**src/rtl/composite_pkg.sv**
```systemverilog
// Shared definitions for the composite sync decoder.
// Holds the pulse-class and vertical-state enums, the default timing
// constants matching the PAL composite sync generator, counter widths
// and the width-to-class helper.
package composite_pkg;

  typedef enum logic [1:0] {
    PULSE_SHORT = 2'd0,
    PULSE_LINE  = 2'd1,
    PULSE_LONG  = 2'd2
  } pulse_class_t;

  typedef enum logic [1:0] {
    LINES   = 2'd0,
    BROAD   = 2'd1,
    POST_EQ = 2'd2
  } vstate_t;

  localparam int unsigned SHORT_MAX_DEF = 41;
  localparam int unsigned LINE_MAX_DEF  = 199;
  localparam int unsigned HALF_LINE_DEF = 383;
  localparam int unsigned TOL_DEF       = 8;
  localparam int unsigned ACTIVE_X_DEF  = 122;

  localparam int unsigned WIDTH_W  = 9;
  localparam int unsigned PERIOD_W = 11;
  localparam int unsigned POS_W    = 10;

  // Period count at which horizontal timing is considered lost.
  localparam int unsigned TIMEOUT_CNT = 1024;

  // Width classification; a saturated width is always wider than any line sync.
  function automatic pulse_class_t classify(input logic [WIDTH_W-1:0] w,
                                            input int unsigned short_max,
                                            input int unsigned line_max);
    if (w <= WIDTH_W'(short_max))     return PULSE_SHORT;
    else if (w <= WIDTH_W'(line_max)) return PULSE_LINE;
    else                              return PULSE_LONG;
  endfunction

endpackage

```
**src/rtl/sync_pulse_classifier.sv**
```systemverilog
// Front end of the decoder: synchronizes sync_/vin, detects sync edges,
// measures pulse width and edge-to-edge period, and classifies pulses.
// Ports:
//   clk10, rst_n   clock and async active-low reset
//   sync_, vin     raw asynchronous inputs
//   fall           one-cycle strobe, registered sync falling edge
//   pulse_valid    one-cycle strobe, a pulse just ended; pulse_class valid
//   pulse_class    class of the pulse that just ended
//   prev_period    fall-to-fall period latched at the most recent fall
//   timeout        one-cycle strobe when the period count reaches TIMEOUT_CNT
//   sync_high      synchronized sync level
//   vin_sync       synchronized video level
module sync_pulse_classifier
  import composite_pkg::*;
#(
  parameter int unsigned SHORT_MAX = SHORT_MAX_DEF,
  parameter int unsigned LINE_MAX  = LINE_MAX_DEF
) (
  input  logic                clk10,
  input  logic                rst_n,
  input  logic                sync_,
  input  logic                vin,
  output logic                fall,
  output logic                pulse_valid,
  output pulse_class_t        pulse_class,
  output logic [PERIOD_W-1:0] prev_period,
  output logic                timeout,
  output logic                sync_high,
  output logic                vin_sync
);

  logic                sync_meta;
  logic                sync_prev;
  logic                vin_meta;
  logic [WIDTH_W-1:0]  width;
  logic [PERIOD_W-1:0] period;
  logic                fall_c;
  logic                rise_c;

  assign fall_c = sync_prev & ~sync_high;
  assign rise_c = ~sync_prev & sync_high;

  // Sync flops idle high so reset release does not look like a rising edge.
  always_ff @(posedge clk10 or negedge rst_n) begin
    if (!rst_n) begin
      sync_meta <= 1'b1;
      sync_high <= 1'b1;
      sync_prev <= 1'b1;
      vin_meta  <= 1'b0;
      vin_sync  <= 1'b0;
    end else begin
      sync_meta <= sync_;
      sync_high <= sync_meta;
      sync_prev <= sync_high;
      vin_meta  <= vin;
      vin_sync  <= vin_meta;
    end
  end

  // Width counts every synchronized low cycle, including the edge cycle.
  always_ff @(posedge clk10 or negedge rst_n) begin
    if (!rst_n) begin
      width <= '0;
    end else if (fall_c) begin
      width <= WIDTH_W'(1);
    end else if (!sync_high && width != '1) begin
      width <= width + 1'b1;
    end
  end

  // Fall-to-fall period, latched and restarted on each falling edge.
  always_ff @(posedge clk10 or negedge rst_n) begin
    if (!rst_n) begin
      period      <= '0;
      prev_period <= '0;
    end else if (fall_c) begin
      prev_period <= period;
      period      <= PERIOD_W'(1);
    end else if (period != '1) begin
      period <= period + 1'b1;
    end
  end

  // Registered strobes; timeout cannot coincide with a falling edge.
  always_ff @(posedge clk10 or negedge rst_n) begin
    if (!rst_n) begin
      fall        <= 1'b0;
      pulse_valid <= 1'b0;
      pulse_class <= PULSE_SHORT;
      timeout     <= 1'b0;
    end else begin
      fall        <= fall_c;
      pulse_valid <= rise_c;
      timeout     <= ~fall_c & (period == PERIOD_W'(TIMEOUT_CNT - 1));
      if (rise_c) begin
        pulse_class <= classify(width, SHORT_MAX, LINE_MAX);
      end
    end
  end

endmodule

```
**src/rtl/composite_sync_decoder.sv**
```systemverilog
// Decodes PAL composite sync into horizontal/vertical timing, field parity,
// line number and horizontal position, and gates the video stream.
// Ports:
//   clk10, rst_n   sample clock and async active-low reset
//   sync_, vin     asynchronous composite sync (active low) and video
//   hsync, vsync   one-cycle strobes for line sync and end of broad pulses
//   field          field parity from the gap after the last equalizer
//   line           line count since vsync, saturating
//   xpos           cycles since last sync fall, saturating
//   pix            video gated by lock and the active window
//   locked         horizontal timing valid
module composite_sync_decoder
  import composite_pkg::*;
#(
  parameter int unsigned SHORT_MAX = SHORT_MAX_DEF,
  parameter int unsigned LINE_MAX  = LINE_MAX_DEF,
  parameter int unsigned HALF_LINE = HALF_LINE_DEF,
  parameter int unsigned TOL       = TOL_DEF,
  parameter int unsigned ACTIVE_X  = ACTIVE_X_DEF
) (
  input  logic             clk10,
  input  logic             rst_n,
  input  logic             sync_,
  input  logic             vin,
  output logic             hsync,
  output logic             vsync,
  output logic             field,
  output logic [POS_W-1:0] line,
  output logic [POS_W-1:0] xpos,
  output logic             pix,
  output logic             locked
);

  localparam int unsigned FIRST_ACTIVE_LINE = 22;

  logic                fall;
  logic                pulse_valid;
  pulse_class_t        pulse_class;
  logic [PERIOD_W-1:0] prev_period;
  logic                timeout;
  logic                sync_high;
  logic                vin_sync;

  vstate_t             state;
  vstate_t             state_d;
  logic                hsync_d;
  logic                vsync_d;
  logic                field_d;
  logic [POS_W-1:0]    line_d;
  logic [POS_W-1:0]    line_inc;
  logic [1:0]          good_cnt;
  pulse_class_t        prev_class;
  logic                period_good;

  sync_pulse_classifier #(
    .SHORT_MAX (SHORT_MAX),
    .LINE_MAX  (LINE_MAX)
  ) u_classifier (
    .clk10       (clk10),
    .rst_n       (rst_n),
    .sync_       (sync_),
    .vin         (vin),
    .fall        (fall),
    .pulse_valid (pulse_valid),
    .pulse_class (pulse_class),
    .prev_period (prev_period),
    .timeout     (timeout),
    .sync_high   (sync_high),
    .vin_sync    (vin_sync)
  );

  assign line_inc    = (line == '1) ? line : line + 1'b1;
  assign period_good = (prev_period >= PERIOD_W'(2 * HALF_LINE - TOL)) &&
                       (prev_period <= PERIOD_W'(2 * HALF_LINE + TOL));

  // Vertical FSM state and its registered strobes/counters.
  always_ff @(posedge clk10 or negedge rst_n) begin
    if (!rst_n) begin
      state <= LINES;
      hsync <= 1'b0;
      vsync <= 1'b0;
      field <= 1'b0;
      line  <= '0;
    end else begin
      state <= state_d;
      hsync <= hsync_d;
      vsync <= vsync_d;
      field <= field_d;
      line  <= line_d;
    end
  end

  // Next state: one class per strobe, so hsync and vsync are exclusive.
  always_comb begin
    state_d = state;
    hsync_d = 1'b0;
    vsync_d = 1'b0;
    field_d = field;
    line_d  = line;
    if (pulse_valid) begin
      case (pulse_class)
        PULSE_SHORT: begin
          if (state == BROAD) begin
            state_d = POST_EQ;
            vsync_d = 1'b1;
            line_d  = '0;
          end
        end
        PULSE_LINE: begin
          hsync_d = 1'b1;
          if (state == LINES) begin
            line_d = line_inc;
          end else if (state == POST_EQ) begin
            state_d = LINES;
            line_d  = line_inc;
            // A one-half-line gap after the last equalizer marks field 0.
            field_d = (prev_period > PERIOD_W'(HALF_LINE + TOL));
          end
        end
        PULSE_LONG: begin
          if (state == LINES) begin
            state_d = BROAD;
          end
        end
        default: ;
      endcase
    end
  end

  // Lock: four consecutive good line-to-line periods; lost on a missing edge.
  always_ff @(posedge clk10 or negedge rst_n) begin
    if (!rst_n) begin
      good_cnt   <= '0;
      prev_class <= PULSE_SHORT;
      locked     <= 1'b0;
    end else begin
      if (pulse_valid) begin
        prev_class <= pulse_class;
        if (pulse_class == PULSE_LINE) begin
          if (period_good && prev_class == PULSE_LINE) begin
            if (good_cnt == 2'd3) begin
              locked <= 1'b1;
            end else begin
              good_cnt <= good_cnt + 1'b1;
            end
          end else begin
            good_cnt <= '0;
          end
        end
      end
      if (timeout && !fall) begin
        locked <= 1'b0;
      end
    end
  end

  // Horizontal position and gated pixel output.
  always_ff @(posedge clk10 or negedge rst_n) begin
    if (!rst_n) begin
      xpos <= '0;
      pix  <= 1'b0;
    end else begin
      if (fall) begin
        xpos <= '0;
      end else if (xpos != '1) begin
        xpos <= xpos + 1'b1;
      end
      pix <= vin_sync & locked & (state == LINES) &
             (line >= POS_W'(FIRST_ACTIVE_LINE)) &
             (xpos >= POS_W'(ACTIVE_X)) & sync_high;
    end
  end

endmodule

```
**config.mk**
```make
export PLATFORM = sky130hd
export DESIGN_NAME = composite_sync_decoder
export DESIGN_NICKNAME = d
export VERILOG_FILES = /design/src/rtl/composite_pkg.sv /design/src/rtl/sync_pulse_classifier.sv /design/src/rtl/composite_sync_decoder.sv
export SDC_FILE = /design/constraint.sdc
export NUM_CORES = 1
export LEC_CHECK = 0
export ABC_AREA = 1
export CORE_UTILIZATION = 53
export DETAILED_ROUTE_END_ITERATION = 10
export PLACE_DENSITY = 0.86
export SYNTH_ARGS = -nofsm -noshare
export SYNTH_HDL_FRONTEND = slang
export SYNTH_HIERARCHICAL = 1
export SYNTH_SLANG_ARGS = --single-unit
```
**constraint.sdc**
```tcl
create_clock -name clk10 -period 1.51 [get_ports clk10]
set_input_delay 0.3775 -clock clk10 [delete_from_list [all_inputs] [get_ports clk10]]
set_output_delay 0.3775 -clock clk10 [all_outputs]
set_load 0.005 [all_outputs]
```
==> results summary <==
The share of the synthesized area in compound gates (AO/OA/AOI/OAI) is 9.57%. After clock tree synthesis, the flow added hold-fix buffers numbering 0. The final reports fail on negative setup slack. The most area-hungry cell type in the Yosys netlist is sky130_fd_sc_hd__dfrtp_1. The diode insertion count for antenna repair came out at 0. The share of total power dissipated in sequential elements is 44.8%. The final number of setup-violating endpoints came out at 28. The critical path class is reg2reg.

From synthesis to final layout, the design area changed by 36.8%. Power spread over the standard cell area amounts to 932 nW/um^2. The relative slew slack came out at 72.5%. The H-tree was split into 3 levels.

The highest ir drop seen on vdd is 512 uV. The completed layout was analyzed and its total power is 4.92 mW. The fraction of final layout cells sized beyond drive strength 1 is 33.3%. The proportion of synthesized flip-flops having asynchronous set or reset came out at 100%.

The worst min-delay path category is in2async. The measured slew at the worst slew-check pin came out at 411 ps. The max-slew violation count came to 0. The first global-routing pass estimated 15,600 um of wire. The tree is rooted in a sky130_fd_sc_hd__clkbuf_8.

The share of total power in combinational logic is 17.3%. The total area of multi-input combinational cells is 2050 sq um. The internal power summed over all cells came out at 3.54 mW. The library cells used most frequently in the layout, excluding fill and tap cells, are 97 x sky130_fd_sc_hd__nand2_1, 67 x sky130_fd_sc_hd__dfrtp_1, 64 x sky130_fd_sc_hd__buf_4. In this run the count of I/O pins placed on the die edge is 29. The overall overflow remaining after global route is 0. The share of the synthesized netlist area taken by xor and xnor gates came out at 2.04%. The worst-case clock buffer depth came out at 2.

Entering global routing, the biggest net connects 73 pins. The count of yosys warnings during synthesis came out at 6. The final critical-path share of the clock period is 111%. The initial antenna violation count is 0.

The final HPWL from detailed placement is 5880 um. The post-layout minimum cycle time came out at 1680 ps. The clock arrives with 15.9 ps of skew. The cell count after synthesis came out at 465. The fraction of the mapped netlist area in simple logic gates is 30.2%.

The most common library cell in the layout ignoring fill and taps is sky130_fd_sc_hd__nand2_1. Clock tree synthesis inserted a total of 9 buffers. The switching power came out at 1.37 mW. The required time of the critical path is 1760 ps. The multiplexer share of the synthesized area is 0%.

The data arrival time of the critical path is 1920 ps. The endpoint class of the critical path is a flop. The count of buffers inserted at the top-level ports came out at 28. The number of global-route vias before repair came out at 3,531.

The filler cell count is 423. The finished cells cover 5270 sq um. The launching element type of the critical path is a flop. The leakage power came out at 2.69 nW.

The fraction of synthesized cell area taken by the top area cell type came out at 44.8%. At the end of the flow, the number of nets in the layout was 588. Setup repair after global routing could not meet its margin everywhere.

The run finished, with violations left. The mean instance size in the synthesized netlist is 8.29 sq um. The source-to-sink clock delay at the later pin of the worst-skew pair is 360 ps. The routed wirelength normalized by instance count is 17.4 um.

The global placement routability congestion is 0.916. Setup slack on the critical path of the routed design comes to -166 ps. Yosys attributes the largest share of cell area to sky130_fd_sc_hd__dfrtp_1 45%, sky130_fd_sc_hd__nand2_1 11%, sky130_fd_sc_hd__inv_1 5.1%, sky130_fd_sc_hd__nor2_1 4.9%, sky130_fd_sc_hd__nand3_1 4.7%.

Across every metal layer, demand over resource in global routing totals 26.5%. The cell row count is 30. Wires add up to 11,700 um.

The fraction of the mapped netlist area in adder cells came out at 4.22%. The most used flip-flop cell after synthesis is sky130_fd_sc_hd__dfrtp_1. The placeable core region is 6910 sq um. The dominant combinational cell family by area after synthesis is simple AND/OR/NAND/NOR gates. The starting DRC count in detailed routing is 275. The sequential cells in the finished layout cover a total of 1810 sq um.

In this run, synthesis produced a sequential element count of 72. The number of detailed-route iterations in the first pass came out at 7. The number of enable flip-flop cells after synthesis came out at 0. In this run the worst path has a maximum fanout of 8. Across all layers, the routed design uses 3,880 vias. The TritonCTS clock tree is built. Dividing the detail-routed via count by the number of cells gives 5.77.

The cell area after synthesis is 3850 sq um. The clock network burns 37.9% of the power. The upper clock frequency limit came out at 597 MHz.

The die extent in y is 87.3 um. The horizontal die dimension is 87.3 um. Cells fill 76.4% of the core in the end. The final number of hold-violating endpoints is 0. The number of distinct standard cells referenced by the synthesized netlist is 36. The number of remaining DRC errors came out at 0.

The tool flagged a number of max-cap violations equal to 0. The clock slew seen by the registers of the worst setup and hold paths came out at 90 ps. The total nets after synthesis came out at 482. The placed cell area is 4470 sq um. The count of antenna-violating nets left after detailed routing came out at 0. Sequential elements use 46.8% of the synthesized area. CTS saw 72 sinks. The area enclosed by the die boundary is 7620 sq um. For this configuration, the core starts out at a cell density of 55.8%. Net switching is 27.9% of the power.
==> final cells by class <==
type / count / share of cell area [%]
multi-input cells: 329 / 38.8
clock inverters: 6 / 2.06
clock buffers: 10 / 2.42
repair buffers: 102 / 16.0
inverters: 57 / 4.15
well taps: 96 / 2.28
flip-flops and latches: 72 / 34.3
==> worst max-delay path, cell delays in order (launching register included) <==
cell                      delay (ps)
sky130_fd_sc_hd__dfrtp_1         440
sky130_fd_sc_hd__ha_4            190
sky130_fd_sc_hd__nand3_4          80
sky130_fd_sc_hd__nor2_4          170
sky130_fd_sc_hd__nand2_4          90
sky130_fd_sc_hd__o21ai_4         250
sky130_fd_sc_hd__nand2_4         160
sky130_fd_sc_hd__nand2_1         110
sky130_fd_sc_hd__nand2_1          80
==> registers in the layout (all words and copies together) (netlist names), 9 cells and up <==
signal                    count
u_classifier/period          11
u_classifier/prev_period     11
line                         10
xpos                         10
u_classifier/width            9
==> power groups by stage <==
stage | registers [mW] | logic (mW) | clock network, mW
CTS | 2.18 | 0.692 | 1.86
global placement | 2.22 | 0.604 | 0
global route | 2.22 | 0.934 | 1.96
floorplan | 2.23 | 0.370 | 0
detailed placement | 2.24 | 0.637 | 0
finish | 2.20 | 0.852 | 1.86
==> path summary, 6_finish.rpt <==
check / from / endpoint / slack (ps) / cells past startpoint
max in group asynchronous: rst_n / u_classifier/sync_prev / 1120 / 2
hold reg to reg: u_classifier/sync_meta / u_classifier/sync_high / 350 / 0
setup reg to reg: line[0] / line[8] / -170 / 8
hold / removal: rst_n / u_classifier/vin_meta / 20 / 2
setup / recovery: line[0] / line[8] / -170 / 8
min in group clk10: u_classifier/sync_meta / u_classifier/sync_high / 350 / 0
==> through the flow <==
| step | std cells | hold WS, ps | TNS [ps] | setup slack (ps) |
|---|---|---|---|---|
| 2_1_floorplan | 465 | 81.9 | -54.7 | -36.1 |
| 3_3_place_gp | 615 | 349 | -58.8 | -14.6 |
| 3_5_place_dp | 615 | 350 | -1230 | -120 |
| 4_1_cts | 656 | 54.3 | -194 | -67.6 |
| 5_1_grt | 672 | 71.9 | -4540 | -266 |
| 6_report | 672 | 24.5 | -2100 | -166 |
==> routing by layer <==
layer	part of all wire, %	vias to the layer above	GRT usage, %	wire length, um
met2	50	251	47.7	5870
li1	-	1719	-	-
met3	7.6	73	5.31	886
met4	5.1	0	13.4	599
met5	0	-	0	0
met1	37	1837	29.7	4340
==> Yosys cell counts (7+ instances only) <==
library cell,count
sky130_fd_sc_hd__nand2_1,112
sky130_fd_sc_hd__o21ai_0,20
sky130_fd_sc_hd__nor2_1,50
sky130_fd_sc_hd__a21oi_1,14
sky130_fd_sc_hd__nor3_1,7
sky130_fd_sc_hd__o21ai_2,11
sky130_fd_sc_hd__inv_1,52
sky130_fd_sc_hd__xor2_1,8
sky130_fd_sc_hd__nand4_1,13
sky130_fd_sc_hd__dfrtp_1,69
sky130_fd_sc_hd__ha_1,13
sky130_fd_sc_hd__nand3_1,36
sky130_fd_sc_hd__nand2_2,9
==> kinds of logic after synthesis <==
group / Yosys count
AO/OA/AOI/OAI: 59
XOR/XNOR: 9
adder cells (fa/ha/maj): 13
buffers and inverters: 64
flip-flops: 72
AND/OR/NAND/NOR: 248
==> timing repair <==
action                     in CTS  in global routing
setup endpoints to repair      42                 37
gates resized for setup        44                 71
pin swaps                       5                 32
setup buffers                  25                 16
(Power assumes the default switching activity.)
